$ cat config.mk
export PLATFORM = sky130hd
export DESIGN_NAME = sha256_block_sequencer
export DESIGN_NICKNAME = d
export VERILOG_FILES = /design/src/rtl/sha_pkg.sv /design/src/rtl/sha_round_counter.sv /design/src/rtl/sha256_block_sequencer.sv
export SDC_FILE = /design/constraint.sdc
export NUM_CORES = 1
export LEC_CHECK = 0
export CORE_MARGIN = 1.5
export CORE_UTILIZATION = 42
export CTS_CLUSTER_SIZE = 25
export DETAILED_ROUTE_END_ITERATION = 16
export PLACE_DENSITY = 0.7
export SYNTH_ARGS = -nofsm -noshare
export SYNTH_HDL_FRONTEND = slang
export SYNTH_SLANG_ARGS = --single-unit
$ cat constraint.sdc
create_clock -name clk -period 1.41 [get_ports clk]
set_input_delay 0.2115 -clock clk [delete_from_list [all_inputs] [get_ports clk]]
set_output_delay 0.2115 -clock clk [all_outputs]
set_load 0.02 [all_outputs]
$ cat src/rtl/sha_pkg.sv
`timescale 1ns/1ps
`default_nettype none
// ============================================================================
//  Module      : sha_pkg
//  Description : Shared SHA-256 types and constants (FSM states, block codes,
//                IV and round constants).
//  Revision    : 1.0 - initial release
// ============================================================================
package sha_pkg;

    localparam int SHA256_ROUNDS = 64;

    localparam logic [1:0] BLK_IV = 2'd0;
    localparam logic [1:0] BLK_1  = 2'd1;
    localparam logic [1:0] BLK_2  = 2'd2;

    typedef enum logic [2:0] {
        ST_IDLE     = 3'd0,
        ST_WAIT_MSG = 3'd1,
        ST_LOAD     = 3'd2,
        ST_ROUND    = 3'd3,
        ST_ACCUM    = 3'd4,
        ST_DONE     = 3'd5
    } sha_state_e;

    localparam logic [31:0] H0 = 32'h6a09e667;
    localparam logic [31:0] H1 = 32'hbb67ae85;
    localparam logic [31:0] H2 = 32'h3c6ef372;
    localparam logic [31:0] H3 = 32'ha54ff53a;
    localparam logic [31:0] H4 = 32'h510e527f;
    localparam logic [31:0] H5 = 32'h9b05688c;
    localparam logic [31:0] H6 = 32'h1f83d9ab;
    localparam logic [31:0] H7 = 32'h5be0cd19;

    // H0 occupies the most significant word, matching digest byte order.
    localparam logic [255:0] SHA256_IV = {H0, H1, H2, H3, H4, H5, H6, H7};

    localparam logic [31:0] K_TABLE [0:63] = '{
        32'h428a2f98, 32'h71374491, 32'hb5c0fbcf, 32'he9b5dba5,
        32'h3956c25b, 32'h59f111f1, 32'h923f82a4, 32'hab1c5ed5,
        32'hd807aa98, 32'h12835b01, 32'h243185be, 32'h550c7dc3,
        32'h72be5d74, 32'h80deb1fe, 32'h9bdc06a7, 32'hc19bf174,
        32'he49b69c1, 32'hefbe4786, 32'h0fc19dc6, 32'h240ca1cc,
        32'h2de92c6f, 32'h4a7484aa, 32'h5cb0a9dc, 32'h76f988da,
        32'h983e5152, 32'ha831c66d, 32'hb00327c8, 32'hbf597fc7,
        32'hc6e00bf3, 32'hd5a79147, 32'h06ca6351, 32'h14292967,
        32'h27b70a85, 32'h2e1b2138, 32'h4d2c6dfc, 32'h53380d13,
        32'h650a7354, 32'h766a0abb, 32'h81c2c92e, 32'h92722c85,
        32'ha2bfe8a1, 32'ha81a664b, 32'hc24b8b70, 32'hc76c51a3,
        32'hd192e819, 32'hd6990624, 32'hf40e3585, 32'h106aa070,
        32'h19a4c116, 32'h1e376c08, 32'h2748774c, 32'h34b0bcb5,
        32'h391c0cb3, 32'h4ed8aa4a, 32'h5b9cca4f, 32'h682e6ff3,
        32'h748f82ee, 32'h78a5636f, 32'h84c87814, 32'h8cc70208,
        32'h90befffa, 32'ha4506ceb, 32'hbef9a3f7, 32'hc67178f2
    };

    function automatic logic [31:0] sha_k(input logic [5:0] idx);
        return K_TABLE[idx];
    endfunction

endpackage
`default_nettype wire

$ cat src/rtl/sha_round_counter.sv
`timescale 1ns/1ps
`default_nettype none
// ============================================================================
//  Module      : sha_round_counter
//  Description : Round index counter with clear, enable and terminal flag.
//  Revision    : 1.0 - initial release
// ============================================================================
module sha_round_counter
    import sha_pkg::*;
#(
    parameter int ROUNDS = SHA256_ROUNDS
) (
    input  logic       clk,
    input  logic       rst_n,
    input  logic       i_clr,
    input  logic       i_en,
    output logic [5:0] o_count,
    output logic       o_tc
);

    localparam logic [5:0] LAST_IDX = 6'(ROUNDS - 1);

    logic [5:0] count_q;
    logic [5:0] count_d;

    // Wraps to zero on the terminal round so no extra round index is produced.
    always_comb begin
        count_d = count_q;
        if (i_clr) begin
            count_d = '0;
        end else if (i_en) begin
            count_d = (count_q == LAST_IDX) ? 6'd0 : count_q + 6'd1;
        end
    end

    always_ff @(posedge clk) begin
        if (!rst_n) begin
            count_q <= '0;
        end else begin
            count_q <= count_d;
        end
    end

    assign o_count = count_q;
    assign o_tc    = (count_q == LAST_IDX);

endmodule
`default_nettype wire

$ cat src/rtl/sha256_block_sequencer.sv
`timescale 1ns/1ps
`default_nettype none
// ============================================================================
//  Module      : sha256_block_sequencer
//  Description : Control FSM sequencing one SHA-256 hash over NUM_BLOCKS
//                message blocks; all outputs registered.
//  Revision    : 1.0 - initial release
// ============================================================================
module sha256_block_sequencer
    import sha_pkg::*;
#(
    parameter int ROUNDS     = SHA256_ROUNDS,
    parameter int NUM_BLOCKS = 2
) (
    input  logic       clk,
    input  logic       rst_n,
    input  logic       start,
    input  logic       abort,
    input  logic       msg_valid,
    output logic       msg_req,
    output logic       msg_ack,
    output logic       init_wv,
    output logic       round_en,
    output logic [5:0] round_idx,
    output logic [1:0] block,
    output logic       acc_en,
    output logic       busy,
    output logic       done
);

    sha_state_e state_q, state_d;
    logic [1:0] blk_cnt_q, blk_cnt_d;
    logic [1:0] block_q, block_d;
    logic       msg_req_q, msg_req_d;
    logic       msg_ack_q, msg_ack_d;
    logic       init_wv_q, init_wv_d;
    logic       round_en_q, round_en_d;
    logic       acc_en_q, acc_en_d;
    logic       busy_q, busy_d;
    logic       done_q, done_d;

    logic       w_cnt_clr;
    logic       w_cnt_en;
    logic       w_round_tc;
    logic [1:0] w_blk_next;
    logic       w_last_blk;

    assign w_blk_next = blk_cnt_q + 2'd1;
    assign w_last_blk = (w_blk_next == 2'(NUM_BLOCKS));

    // The counter only runs in ROUND; anything else (or abort) parks it at 0.
    assign w_cnt_clr = abort || (state_q != ST_ROUND);
    assign w_cnt_en  = (state_q == ST_ROUND);

    sha_round_counter #(
        .ROUNDS (ROUNDS)
    ) u_round_counter (
        .clk     (clk),
        .rst_n   (rst_n),
        .i_clr   (w_cnt_clr),
        .i_en    (w_cnt_en),
        .o_count (round_idx),
        .o_tc    (w_round_tc)
    );

    always_comb begin
        state_d   = state_q;
        blk_cnt_d = blk_cnt_q;
        block_d   = block_q;

        case (state_q)
            ST_IDLE, ST_DONE: begin
                if (start) begin
                    state_d   = ST_WAIT_MSG;
                    blk_cnt_d = 2'd0;
                    block_d   = BLK_IV;
                end
            end
            ST_WAIT_MSG: begin
                if (msg_valid) begin
                    state_d = ST_LOAD;
                end
            end
            ST_LOAD: begin
                state_d = ST_ROUND;
            end
            ST_ROUND: begin
                if (w_round_tc) begin
                    state_d = ST_ACCUM;
                end
            end
            ST_ACCUM: begin
                block_d   = w_blk_next;
                blk_cnt_d = w_blk_next;
                state_d   = w_last_blk ? ST_DONE : ST_WAIT_MSG;
            end
            default: begin
                state_d = ST_IDLE;
            end
        endcase

        // Abort overrides everything, including a simultaneous start.
        if (abort) begin
            state_d   = ST_IDLE;
            blk_cnt_d = 2'd0;
            block_d   = BLK_IV;
        end

        msg_req_d  = (state_d == ST_WAIT_MSG);
        msg_ack_d  = (state_q == ST_WAIT_MSG) && (state_d == ST_LOAD);
        init_wv_d  = (state_d == ST_LOAD);
        round_en_d = (state_d == ST_ROUND);
        acc_en_d   = (state_q == ST_ACCUM) && !abort;
        busy_d     = (state_d != ST_IDLE) && (state_d != ST_DONE);
        done_d     = (state_q == ST_ACCUM) && (state_d == ST_DONE);
    end

    always_ff @(posedge clk) begin
        if (!rst_n) begin
            state_q    <= ST_IDLE;
            blk_cnt_q  <= 2'd0;
            block_q    <= BLK_IV;
            msg_req_q  <= 1'b0;
            msg_ack_q  <= 1'b0;
            init_wv_q  <= 1'b0;
            round_en_q <= 1'b0;
            acc_en_q   <= 1'b0;
            busy_q     <= 1'b0;
            done_q     <= 1'b0;
        end else begin
            state_q    <= state_d;
            blk_cnt_q  <= blk_cnt_d;
            block_q    <= block_d;
            msg_req_q  <= msg_req_d;
            msg_ack_q  <= msg_ack_d;
            init_wv_q  <= init_wv_d;
            round_en_q <= round_en_d;
            acc_en_q   <= acc_en_d;
            busy_q     <= busy_d;
            done_q     <= done_d;
        end
    end

    assign msg_req  = msg_req_q;
    assign msg_ack  = msg_ack_q;
    assign init_wv  = init_wv_q;
    assign round_en = round_en_q;
    assign block    = block_q;
    assign acc_en   = acc_en_q;
    assign busy     = busy_q;
    assign done     = done_q;

endmodule
`default_nettype wire

Word-level counts from Yosys, hierarchy flattened

Cells that the tools add are included.

Logic and storage cells: 49
Register bits: 18
Input bits: 5

Equal/unequal tests: 14
Multiplexer cells: 9
Reduce and logical (&&, ||, !) cells: 13
Bitwise gates (word level): 1
Add/subtract/negate cells: 2

Operator list:

| operator                                                                 | number |
|---|---|
| 3-bit 2-to-1 mux                                                         | 5 |
| 3-bit case mux with 5 select lines                                       | 1 |
| 3-bit by 2-bit == test with 1-bit output (second input constant)         | 4 |
| 3-bit == test (second input constant)                                    | 3 |
| 6-bit by 1-bit adder with 6-bit output (second input constant)           | 1 |
| 3-bit by 1-bit == test with 1-bit output (second input constant)         | 2 |
| 6-bit == test (second input constant)                                    | 1 |
| 6-bit 2-to-1 mux                                                         | 1 |
| 2-bit OR reduction                                                       | 3 |
| 1-bit logical AND                                                        | 4 |
| 2-bit case mux with 2 select lines                                       | 1 |
| 3-bit logical NOT                                                        | 1 |
| 3-bit by 2-bit inequality test with 1-bit output (second input constant) | 1 |
| 3-bit inequality test (second input constant)                            | 1 |
| 3-bit nonzero test                                                       | 1 |
| 2-bit by 1-bit adder with 2-bit output (second input constant)           | 1 |
| 2-bit == test (second input constant)                                    | 1 |
| 2-bit 2-to-1 mux                                                         | 1 |
| 2-bit inequality test (second input constant)                            | 1 |
| 2-bit AND reduction                                                      | 1 |
| 2-bit nonzero test                                                       | 1 |
| 1-bit logical NOT                                                        | 1 |
| 1-bit logical OR                                                         | 1 |
| 1-bit inverter                                                           | 1 |

Logic depth before layout (Yosys ltp)

Gate-level depths: netlist of the first run.

Depth in word-level cells: 7
Gate-level depth with buffers: 6
Gate-level depth less buffers: 6

Modules after synthesis

Synthesis of the first run repeated with hierarchy kept, for this count alone.

Cells, all modules: 85
Area total of the unflattened synthesis: 817.0 um2

Modules (own cells, without submodules):

| module                 | cells each | instances | area each (um2) | sequential area each (um2) |
|---|---|---|---|---|
| sha256_block_sequencer | 52         | 1         | 533.0           | 240.2 |
| sha_round_counter      | 33         | 1         | 284.0           | 120.1 |

Worst setup path after synthesis of the first run

Ideal clock, no wire load.

Path kind: reg2reg
Start point: register u_round_counter.count_q[0], in the netlist u_round_counter.o_count[0]
End point: register done_q, in the netlist done
Path slack: -0.083 ns
Data arrival time: 1.374 ns
Data required time: 1.291 ns
Clock period less this slack: 1.493 ns
Buffers on the path: 0
Stages on the path, launching flop included: 6
Path through: dfxtp_1 -> ha_1 -> nand3_1 -> o21ai_1 -> o31a_1 -> nor3b_2

Cells in the longest elaborated chain, start to end: 6

RTL lines:

| element                            | RTL line                      | RTL |
|---|---|---|
| start, declared                    | sha_round_counter.sv:23       | `logic [5:0] count_q;` |
| start signal, assigned             | sha_round_counter.sv:40       | `count_q <= count_d;` |
| 6-bit == test                      | sha_round_counter.sv:45       | `assign o_tc = (count_q == LAST_IDX);` |
| 3-bit 2-to-1 mux                   | sha256_block_sequencer.sv:88  | `if (w_round_tc) begin` |
| 3-bit case mux with 5 select lines | sha256_block_sequencer.sv:71  | `case (state_q)` |
| 3-bit 2-to-1 mux                   | sha256_block_sequencer.sv:103 | `if (abort) begin` |
| 3-bit == test                      | sha256_block_sequencer.sv:115 | `done_d = (state_q == ST_ACCUM) && (state_d == ST_DONE);` |
| 1-bit logical AND                  | sha256_block_sequencer.sv:115 |  |
| end signal, assigned               | sha256_block_sequencer.sv:140 | `done_q <= done_d;` |
| end, declared                      | sha256_block_sequencer.sv:40  | `logic done_q, done_d;` |

No other way between the ends.
A chain may end at the register's enable or synchronous reset.

==> flow_summary.json, run 1 <==
{
  "run_status": "completed",
  "grt_antenna_before_repair": 0,
  "cts_inserted_buffers": 3,
  "seq_area_frac_synth_pct": 43.6,
  "dpl-instance-area_um2": 1050,
  "clk_pin_slew_ns": 0.09,
  "die_width_um": 47.4,
  "cts_tree": "yes",
  "start_util_pct": 46.4,
  "drc": 0,
  "grt_pass1_wl_um": 2410,
  "finalHoldViolCount": 0,
  "yosys-top-cells-area": "dfxtp_1 44%, nor2_1 5.0%, buf_6 4.1%, nand2b_4 3.3%, xnor2_1 3.2%",
  "numClockSinks": 18,
  "via_per_inst": 4.82,
  "grt_start_max_net_pins": 11,
  "io_buffers": 19,
  "grt.overflow.total": 0,
  "fin_skew_ns": 0.000594,
  "max_freq_ghz": 0.751,
  "dp_slack_ns": -0.214,
  "r2r_start": "block[0]",
  "r2r_setup_slack_ns": 0.09,
  "cellPowerDensity_nw_per_um2": 759,
  "nets": 117,
  "final_area_um2": 1080,
  "netlist_area_um2": 827,
  "yosys_register_bits": 18,
  "ys.flop_type": "dfxtp_1",
  "drt_first_iter_violations": 4,
  "min_period_ns": 1.33,
  "cp-start-kind": "primary input",
  "syn_nets": 92,
  "synthDistinctLibCells": 32,
  "required_ns": 1.63,
  "route.detailed.wl_per_inst_um": 11.0,
  "rr_endpoint": "done",
  "pin_count": 20,
  "die_area_um2": 2240,
  "synth_cells": 85,
  "drive_gt1_share_pct": 25.9,
  "place.gp.congestion": 0.862,
  "yosysTopAreaCellShare_pct": 43.6,
  "drv_slew": 0,
  "peakVddDrop_uv": 621,
  "tightest_slew_ns": 0.317,
  "htree_levels": 1,
  "min_from": "u_round_counter.o_count[0]",
  "cts_max_path_buffers": 2,
  "maxCapViolCount": 0,
  "leakage_nw": 0.486,
  "n_antenna_cell": 0,
  "critical_path.endpoint": "done",
  "core-area_um2": 1780,
  "ys.warnings.count": 0,
  "power_mw": 0.818,
  "startpoint": "rst_n",
  "clock_latency_ns": 0.28,
  "synth.most_common_cell": "dfxtp_1",
  "critPathKind": "primary input to register",
  "setup_slack_ns": 0.0784,
  "num_vias": 641,
  "firstDrtPassIters": 3,
  "detail-route-antenna-nets": 0,
  "synthTopCellsByCount": "18 x dfxtp_1, 11 x nor2_1, 6 x inv_1, 5 x nand2_1, 4 x nand3_1",
  "grt_pass1_vias": 570,
  "dp_hpwl_um": 1130,
  "avgSynthCellArea_um2": 9.73,
  "worstRegToRegCells": 5,
  "area_growth_pct": 30.3,
  "min_path_type": "register to register",
  "cts_setup_buffers": 0,
  "routed_wl_um": 1460,
  "synth_edf_count": 0,
  "endpoint_kind": "register",
  "maxSlewHeadroom_pct": 78.7,
  "rows": 15,
  "die_y_um": 47.4,
  "setup_violations": 0,
  "critical_path_arrival_ns": 1.55,
  "utilization_pct": 60.4,
  "critPathMaxFanout": 3,
  "setup_tns_ns": 0,
  "yosysTopAreaCell": "dfxtp_1",
  "root_buffer": "clkbuf_4",
  "post-route-period-util_pct": 94.4,
  "async_reset_ff_share_pct": 0,
  "grt_use_total_pct": 15.8
}
==> state kept, by name, summed over array words and instances, names as in the netlist <==
signal and count:
msg_req 1, acc_en 1, done 1, busy 1
round_en 1, state_q 3, msg_ack 1, init_wv 1
block 2, u_round_counter.o_count 6
==> area by class of cell <==
type | instances | area, um^2
Fill cell | 161 | 706
Inverter | 6 | 22.5
Multi-Input combinational cell | 57 | 423
Timing Repair Buffer | 24 | 213
Sequential cell | 18 | 365
Tap cell | 25 | 31.3
Clock buffer | 3 | 22.5
==> kinds of logic (layout without fill, tap and decap cells) <==
family | Yosys count | count (layout) | synth area share (%)
adder cells (fa/ha/maj) | 2 | 2 | 3.03
XOR/XNOR | 4 | 4 | 4.24
flip-flops | 18 | 18 | 43.6
multiplexers | 1 | 1 | 1.36
AND/OR/NAND/NOR | 37 | 37 | 27.4
AO/OA/AOI/OAI | 13 | 13 | 12.7
buffers and inverters | 10 | 33 | 7.72
==> how the worst min path moves through the flow <==
stage | end | cells past startpoint | slack (ns)
2_1_floorplan | state_q[2] | 1 | 0.33
3_3_place_gp | u_round_counter.o_count[0] | 1 | 0.43
3_5_place_dp | u_round_counter.o_count[0] | 1 | 0.43
4_1_cts | u_round_counter.o_count[0] | 1 | 0.44
5_1_grt | u_round_counter.o_count[0] | 1 | 0.45
6_report | u_round_counter.o_count[0] | 1 | 0.44
==> cells in the final DEF, fill, tap and decap left out, types with 2 or more instances in the layout <==
cell / instances
clkdlybuf4s50_1: 4
buf_4: 5
nor2_1: 11
nor3_2: 2
ha_1: 2
nand2b_4: 2
dfxtp_1: 14
clkbuf_4: 3
xnor2_1: 3
dfxtp_2: 4
nand3_1: 3
a21oi_1: 3
a211oi_1: 2
inv_1: 6
nor2_2: 3
dlygate4sd2_1: 14
nand2_1: 5
or2_1: 2
==> what timing repair did <==
item,CTS,global route
gates resized for setup,14,7
setup endpoints to repair,14,5
hold buffers,0,0
==> where the power goes <==
part / internal, mW / switching [mW]
clock: 0.0991 / 0.139
sequential: 0.514 / 0.00667
combinational: 0.0312 / 0.0278
total: 0.645 / 0.173
==> metal layers <==
| layer | part of all wire [%] | track usage (%) | wire length [um] |
|---|---|---|---|
| met1 | 47 | 18.8 | 685 |
| met2 | 45 | 24.9 | 661 |
| met3 | 6.7 | 6.54 | 97 |
| met4 | 0.82 | 6.67 | 12 |
| met5 | 0 | 0 | 0 |
==> worst max-delay path, stage by stage <==
cell	delay [ns]
clkdlybuf4s50_1	0.53
nor4bb_2	0.36
o21ai_2	0.11
o31a_1	0.16
nor3b_2	0.18
==> per-stage QoR <==
step           hold WS, ns  instances
2_1_floorplan        0.333         85
3_3_place_gp         0.428        130
6_report             0.436        133
4_1_cts              0.443        133
3_5_place_dp         0.430        130
5_1_grt              0.448        133
Power figures use the tool's default switching activity.
==> inputs of run 2 (changes only) <==
--- a/config.mk
+++ b/config.mk
@@ -5,6 +5,7 @@
 export SDC_FILE = /design/constraint.sdc
 export NUM_CORES = 1
 export LEC_CHECK = 0
+export CAP_MARGIN = 10
 export CORE_MARGIN = 1.5
 export CORE_UTILIZATION = 42
 export CTS_CLUSTER_SIZE = 25
==> results of run 2 <==
The final DEF is identical to that of run 1; final timing and power are the same.
